`src/rtl/layered_color_mapper.sv`:
```
// layered_color_mapper
// Resolves NUM_LAYERS prioritised shape layers per pixel, looks the winning
// layer's color index up in a writable 24-bit palette and emits the color
// two cycles later. Layers flagged in blink_en are hidden while blink_phase
// is high; blink_phase toggles every BLINK_FRAMES frames. Pixels outside the
// active area are forced to black.
module layered_color_mapper #(
    parameter int NUM_LAYERS   = 4,
    parameter int IDX_W        = 4,
    parameter int BLINK_FRAMES = 30,
    parameter int H_ACTIVE     = 640,
    parameter int V_ACTIVE     = 480
) (
    input  logic                        Clk,
    input  logic                        Reset_n,
    input  logic                        pix_valid,
    input  logic [9:0]                  DrawX,
    input  logic [9:0]                  DrawY,
    input  logic [NUM_LAYERS-1:0]       layer_hit,
    input  logic [NUM_LAYERS*IDX_W-1:0] layer_idx,
    input  logic [NUM_LAYERS-1:0]       blink_en,
    input  logic                        pal_we,
    input  logic [IDX_W-1:0]            pal_addr,
    input  logic [23:0]                 pal_wdata,
    output logic [7:0]                  VGA_R,
    output logic [7:0]                  VGA_G,
    output logic [7:0]                  VGA_B,
    output logic                        out_valid,
    output logic                        blink_phase
);

    localparam int PAL_N = 2 ** IDX_W;
    localparam int CNT_W = (BLINK_FRAMES > 1) ? $clog2(BLINK_FRAMES) : 1;
    localparam logic [CNT_W-1:0] CNT_LAST = CNT_W'(BLINK_FRAMES - 1);
    localparam logic [9:0] H_LIM = 10'(H_ACTIVE);
    localparam logic [9:0] V_LIM = 10'(V_ACTIVE);

    // Lowest-numbered hit layer wins; no hit falls back to background index 0.
    function automatic logic [IDX_W-1:0] select_idx(
        input logic [NUM_LAYERS-1:0]       hit,
        input logic [NUM_LAYERS*IDX_W-1:0] idx
    );
        logic [IDX_W-1:0] sel;
        sel = '0;
        for (int i = NUM_LAYERS - 1; i >= 0; i--) begin
            if (hit[i]) begin
                sel = idx[i*IDX_W +: IDX_W];
            end
        end
        return sel;
    endfunction

    // Power-up palette: red background, white foreground, rest black.
    function automatic logic [23:0] pal_reset_value(input int entry);
        logic [23:0] val;
        case (entry)
            0:       val = 24'hFF0000;
            1:       val = 24'hFFFFFF;
            default: val = 24'h000000;
        endcase
        return val;
    endfunction

    logic [CNT_W-1:0]      frame_cnt;
    logic [23:0]           palette [PAL_N];
    logic [NUM_LAYERS-1:0] eff_hit;
    logic                  frame_start;
    logic [IDX_W-1:0]      sel_idx;
    logic                  blank;

    logic                  vld_p1;
    logic [IDX_W-1:0]      idx_p1;
    logic                  blank_p1;
    logic [23:0]           pal_rd;
    logic [23:0]           rgb_p2;

    assign eff_hit     = layer_hit & ~(blink_en & {NUM_LAYERS{blink_phase}});
    assign frame_start = pix_valid && (DrawX == 10'd0) && (DrawY == 10'd0);
    assign sel_idx     = select_idx(eff_hit, layer_idx);
    assign blank       = (DrawX >= H_LIM) || (DrawY >= V_LIM);

    // Frame counter and blink phase advance on the first pixel of each frame;
    // that pixel itself still sees the old phase.
    always_ff @(posedge Clk) begin
        if (!Reset_n) begin
            frame_cnt   <= '0;
            blink_phase <= 1'b0;
        end else if (frame_start) begin
            if (frame_cnt == CNT_LAST) begin
                frame_cnt   <= '0;
                blink_phase <= ~blink_phase;
            end else begin
                frame_cnt <= frame_cnt + CNT_W'(1);
            end
        end
    end

    // Palette storage: restored on reset, single write port otherwise.
    always_ff @(posedge Clk) begin
        if (!Reset_n) begin
            for (int i = 0; i < PAL_N; i++) begin
                palette[i] <= pal_reset_value(i);
            end
        end else if (pal_we) begin
            palette[pal_addr] <= pal_wdata;
        end
    end

    // ---- stage 1: priority-resolved index and blank flag ----
    // Valid tracks pix_valid every cycle; payload only loads on valid pixels.
    always_ff @(posedge Clk) begin
        if (!Reset_n) begin
            vld_p1 <= 1'b0;
        end else begin
            vld_p1 <= pix_valid;
        end
        if (pix_valid) begin
            idx_p1   <= sel_idx;
            blank_p1 <= blank;
        end
    end

    // Read happens before any same-edge write lands, so a colliding write
    // is seen only by later pixels.
    assign pal_rd = palette[idx_p1];

    // ---- stage 2: palette lookup / blanking into the output color ----
    // Color holds its last value whenever no pixel is emitted.
    always_ff @(posedge Clk) begin
        if (!Reset_n) begin
            out_valid <= 1'b0;
            rgb_p2    <= 24'h000000;
        end else begin
            out_valid <= vld_p1;
            if (vld_p1) begin
                rgb_p2 <= blank_p1 ? 24'h000000 : pal_rd;
            end
        end
    end

    assign VGA_R = rgb_p2[23:16];
    assign VGA_G = rgb_p2[15:8];
    assign VGA_B = rgb_p2[7:0];

endmodule
```
`config.mk`:
```
export PLATFORM = sky130hd
export DESIGN_NAME = layered_color_mapper
export DESIGN_NICKNAME = d
export VERILOG_FILES = /design/src/rtl/layered_color_mapper.sv
export SDC_FILE = /design/constraint.sdc
export NUM_CORES = 1
export LEC_CHECK = 0
export CORE_MARGIN = 2
export CORE_UTILIZATION = 30
export DETAILED_ROUTE_END_ITERATION = 10
export GPL_TIMING_DRIVEN = 0
export PLACE_DENSITY = 0.56
export SYNTH_ARGS = -nofsm -noshare
export SYNTH_HDL_FRONTEND = slang
export SYNTH_SLANG_ARGS = --single-unit
```
`constraint.sdc`:
```
create_clock -name Clk -period 5.7 [get_ports Clk]
set_clock_uncertainty 0.05 [all_clocks]
set_input_delay 1.14 -clock Clk [delete_from_list [all_inputs] [get_ports Clk]]
set_output_delay 1.14 -clock Clk [all_outputs]
set_load 0.02 [all_outputs]
```
# Word level (Yosys, flattened, before mapping)
# Memories as Yosys holds them, arrays and structs flattened. A register that Yosys moved wholly into a read port is not among the register bits.
# Cells that the tools add are included.
# totals
ff_bits	37
latch_bits	0
ramBits	384
rom_bits	0
in_bits	76
output_inout_bits	26
word_cells	40
n_memories	1
# memory_table
name	depth	width	rd	rd_clocked_by_memory_dff	write_ports	line_no	source
palette	16	24	1	1	16	65	logic [23:0] palette [PAL_N];
# classes
addsub	1
mul	0
div_mod_pow	0
magnitude_cmp	2
eq_ne	1
shift	0
muxes	17
n_bitwise	4
reduce_logical	7
# ops
operator	count
$mux W24	5
$mux W4	6
$reduce_or A24 Y1	1
$logic_not A10 Y1	2
$ge A10 B10 Y1 const B	1
$ge A10 B9 Y1 const B	1
$and A4 B4 Y4	2
$add A5 B1 Y5 const B	1
$eq A5 B5 Y1 const B	1
$mux W1	5
$mux W5	1
$not A4 Y4	1
$logic_and A1 B1 Y1	2
$reduce_and A2 Y1	1
$logic_or A1 B1 Y1	1
$not A1 Y1	1

# Depth between registers and ports, before layout
# Gate-level depths: netlist of run 1.
# depth
depth_word	8
depth_mapped	8
mapped_depth_nobuf	6

# Least setup slack after synthesis of run 1
# OpenSTA, ideal clock, no wires.
# synth_timing
path_type	input to register
start	in pal_addr[3]
end	mem palette[3][0] (enable)
setup_time_ns	0.438
arrival_ns	3.651
t_required_ns	5.212
slack_ns	1.560
cell_stages	4
path_buffers	2
cell_sequence	or3_1 -> clkbuf_2 -> clkbuf_1 -> o21ai_0
# synth_lines
element	line_no	source
start: declaration	23	input logic [IDX_W-1:0] pal_addr,
end: declaration	65	

==> results.md, run 1 <==
- The relative slew slack is 0.231.
- The area added between synthesis and finish is 20.6%.
- The global-route wire length before repair is 85200 um.
- Timing would allow up to 236 MHz.
- At the placement stage, the worst setup path has a slack of about 0.9 ns.
- The max-cap violation count is 0.
- TritonCTS built the clock tree.
- The first routing iteration left 1229 violations.
- Setup repair after global routing left no endpoint under its margin.
- The total count of hold-check failures in the final report is 0.
- In this run the remaining antenna-violating nets after routing total 0.
- The height of the chip is ~260 um.
- Leaving out fill and tap cells, the most frequent cell in the layout is sky130_fd_sc_hd__edfxtp_1.
- The post-detailed-route DRC marker count is 0.
- The top cell types in the final layout, fill and taps aside, are sky130_fd_sc_hd__edfxtp_1, sky130_fd_sc_hd__and2_1, sky130_fd_sc_hd__clkdlybuf4s50_1, sky130_fd_sc_hd__clkbuf_1, sky130_fd_sc_hd__mux4_2.
- IR analysis of the VDD net gives a maximum drop of about 0.22 mV.
- The later pin in the worst-skew pair is clocked with a latency of ~0.58 ns.
- The root cell of the clock tree is sky130_fd_sc_hd__clkbuf_16.
- The fraction of final layout cells with drive strength greater than 1 is 0.138.
- The power per unit of standard cell area is 317 nW/um^2.
- The flow ran to the end, and the final reports show no timing, DRC or antenna violations.
- Buffers added to address setup during post-CTS repair amount to 0.
- The utilization of the core after routing is 0.367.
- The area of the die is 66200 um^2.
- The floorplan has 92 rows.
- Using the TritonRoute via totals, the vias-per-cell ratio works out to slightly above 5.
- The kind of critical path is in -> reg.
- STA classifies the critical path endpoint as a register.
- The H-tree was split into 2 levels.
- The routed design has 59300 um of wire.
- The number of antenna violations at the first check in global routing is 3.
- The synthesis warning total is 0.
- Dividing the final minimum period by the clock period gives 0.744.
- The quantity of I/O buffers inserted on ports is 99.
- The min-delay analysis places its worst path in the category reg -> reg.
- The first detailed-routing pass ran for 5 iterations.
- Setup violations remaining at the end of the flow were counted as 0.
- Counting the fill cells in the layout gives 6050.
- The number of global-route vias before repair came to 12600.
- Setup total negative slack on the finished layout was measured at 0 ns.
- For this run the aggregate overflow at the end of global routing stands at 0.
- The synthesized netlist occupies a cell area of 19200 um^2.
- The via count of the routed design is 12200.
- After technology mapping, the gate count stands at 1343.
- The transition time of the tightest slew-check pin is roughly 1.2 ns.
- The setup slack after layout is about 1.5 ns.
- The worst path needs approximately 4.2 ns of the cycle, external delays included.
- Entering global routing, the biggest net connects 25 pins.
- The number of cells upsized or downsized after cts is 0.
- The leakage dissipation is 7.94 nW.
- Data on the critical path is required at its endpoint by 5.84 ns.
- In this run the count of I/O pins placed on the die edge is 102.
- Counting along the longest clock path gives a buffer depth of 3.
- For this run, the register share of the synthesized area comes to 0.645.
- Buffers inserted to repair hold after CTS numbered 0.
- In this run the worst setup path begins at Reset_n.
- The starting density of the core is 0.304.
- Data arrives at the worst endpoint at ~4.4 ns.
- The final-report max-slew violation count is 0.
- The startpoint identified for the worst hold timing path is frame_cnt[4].
- CTS saw 425 sinks.
- The number of buffers added by the clock tree synthesis step is 47.
- The total of flip-flops plus latches after synthesis is about 430.
- The number of different library cells used by synthesis comes to 57.
- The global routing usage summed across all routing layers is 0.178.
- The floorplan step set the die width to between 200 and 300 um.
- The congestion estimate from routability-driven global placement came to 0.864.
- The core region is 63200 um^2.
- The synthesized net count is 1421.
- The most used flip-flop cell after synthesis is sky130_fd_sc_hd__edfxtp_1.
- The mean instance size in the synthesized netlist is 14.3 um^2.
- The post-synthesis async set-or-reset flop share is 0.
- Clock-pin slew was measured on the worst setup and hold paths at 0.06 ns.
- The post-layout net count is 1581.
- The startpoint type of the worst setup path is an input pin.
- Detailed placement ended at an HPWL of 41100 um.
- The synthesized design contains 389 enable-type register cells.
- The worst-path maximum fanout is 24.
- The average routed wire per standard cell is 24.8 um.
-- per-layer routing --
| metal | routed length, um | GRT usage |
|---|---|---|
| met5 | 0 | 0 |
| met4 | 1900 | 0.0596 |
| met3 | 3970 | 0.0321 |
| met2 | 28600 | 0.297 |
| met1 | 24800 | 0.234 |
-- through the flow --
step                hold WS [ns]  cell area (um^2)  instances  total power [mW]
floorplan                  0.373             19200       1343              4.13
global placement           0.394             21300       2288              4.48
detailed placement         0.400             21700       2300              4.52
CTS                        0.410             23200       2385              7.39
global route               0.428             23200       2385              7.57
finish                     0.415             23200       2387              7.35
-- worst max-delay path, cell delays in order --
cell	delay (ns)
sky130_fd_sc_hd__clkdlybuf4s50_1	0.60
sky130_fd_sc_hd__nand2_1	0.07
sky130_fd_sc_hd__or3_1	0.38
sky130_fd_sc_hd__nor3_2	0.64
sky130_fd_sc_hd__clkbuf_1	0.67
sky130_fd_sc_hd__nand2b_2	0.85
-- synthesized netlist by cell type (2+ instances only) --
library cell | number | share of area
sky130_fd_sc_hd__o221ai_1 | 28 | 0.013
sky130_fd_sc_hd__nor3_2 | 4 | 0.0021
sky130_fd_sc_hd__or3b_1 | 2 | 0.00091
sky130_fd_sc_hd__a31oi_1 | 4 | 0.0013
sky130_fd_sc_hd__clkbuf_1 | 78 | 0.015
sky130_fd_sc_hd__buf_6 | 5 | 0.0029
sky130_fd_sc_hd__o31ai_1 | 4 | 0.0016
sky130_fd_sc_hd__nor3b_1 | 5 | 0.0020
sky130_fd_sc_hd__nand2_1 | 59 | 0.012
sky130_fd_sc_hd__or3_1 | 25 | 0.0081
sky130_fd_sc_hd__o211ai_1 | 14 | 0.0055
sky130_fd_sc_hd__or4_1 | 3 | 0.0012
sky130_fd_sc_hd__a221oi_1 | 13 | 0.0059
sky130_fd_sc_hd__nand4_1 | 3 | 0.00098
sky130_fd_sc_hd__and2_1 | 355 | 0.12
sky130_fd_sc_hd__nand3b_1 | 2 | 0.00078
sky130_fd_sc_hd__nor3_1 | 13 | 0.0034
sky130_fd_sc_hd__o21ai_0 | 32 | 0.0083
sky130_fd_sc_hd__a21boi_0 | 2 | 0.00078
sky130_fd_sc_hd__buf_2 | 18 | 0.0047
sky130_fd_sc_hd__ha_1 | 2 | 0.0013
sky130_fd_sc_hd__a221o_1 | 10 | 0.0052
sky130_fd_sc_hd__nand2b_1 | 17 | 0.0055
sky130_fd_sc_hd__a21oi_1 | 24 | 0.0062
sky130_fd_sc_hd__inv_1 | 8 | 0.0016
sky130_fd_sc_hd__mux2i_1 | 52 | 0.027
sky130_fd_sc_hd__a211o_1 | 10 | 0.0046
sky130_fd_sc_hd__o31a_1 | 4 | 0.0018
sky130_fd_sc_hd__nor2_1 | 17 | 0.0033
sky130_fd_sc_hd__and2_0 | 2 | 0.00065
sky130_fd_sc_hd__edfxtp_1 | 389 | 0.61
sky130_fd_sc_hd__mux4_2 | 61 | 0.071
sky130_fd_sc_hd__mux2_2 | 11 | 0.0064
sky130_fd_sc_hd__nand4b_1 | 3 | 0.0014
sky130_fd_sc_hd__dfxtp_1 | 36 | 0.037
sky130_fd_sc_hd__buf_4 | 7 | 0.0027
-- cell families after synthesis --
logic type	after synthesis	synth area share
muxes	124	0.105
adders and majority gates	2	0.00130
buffers and inverters	120	0.0282
and+or+nand+nor	523	0.165
AOI/OAI and AO/OA	149	0.0559
DFF	425	0.645
-- registers in the layout, summed over array words and instances (netlist names), named ones only --
register and cells:
palette 384, rgb_p2 24, frame_cnt 5, idx_p1 4, blank_p1 1, blink_phase 1
out_valid 1, vld_p1 1
-- report_power, final --
part | internal, mW | total (mW) | leakage (nW) | switching, mW
sequential | 3.58 | 3.63 | 4.02 | 0.0568
combinational | 0.335 | 0.819 | 3.20 | 0.484
clock | 1.66 | 2.90 | 0.720 | 1.23
total | 5.57 | 7.35 | 7.94 | 1.77
-- final timing paths --
path               endpoint  slack (ns)  cells after the start
max          palette[0][10]        1.46                      6
min            frame_cnt[4]        0.41                      1
max reg2reg       rgb_p2[8]        3.05                      7
min reg2reg    frame_cnt[4]        0.41                      1
-- final cells by class --
cell class | count | area (um^2) | area share
Multi-Input combinational cell | 798 | 6440 | 0.277
Antenna cell | 2 | 5.00 | 0.000216
Buffer | 111 | 508 | 0.0219
Tap cell | 846 | 1060 | 0.0456
Inverter | 9 | 33.8 | 0.00146
Clock inverter | 21 | 125 | 0.00539
Clock buffer | 64 | 1320 | 0.0570
Sequential cell | 425 | 12400 | 0.535
Timing Repair Buffer | 111 | 1310 | 0.0563
No activity file was read; power rests on OpenSTA's default activity.
==> run 2: changes to the inputs <==
==> constraint.sdc (replaced) <==
create_clock -name Clk -period 4.35 [get_ports Clk]
set_clock_uncertainty 0.05 [all_clocks]
set_input_delay 0.87 -clock Clk [delete_from_list [all_inputs] [get_ports Clk]]
set_output_delay 0.87 -clock Clk [all_outputs]
set_load 0.02 [all_outputs]
==> results of run 2 <==
The final DEF is identical to that of run 1. Status: complete, no violations.
Among the figures that moved: setup slack after placement 0.925 ns -> -0.155 ns; setup slack after layout 1.46 ns -> 0.381 ns; register-to-register setup slack 3.05 ns -> 1.70 ns; total power 7.35 mW -> 9.63 mW; worst IR drop on VDD 0.220 mV -> 0.288 mV
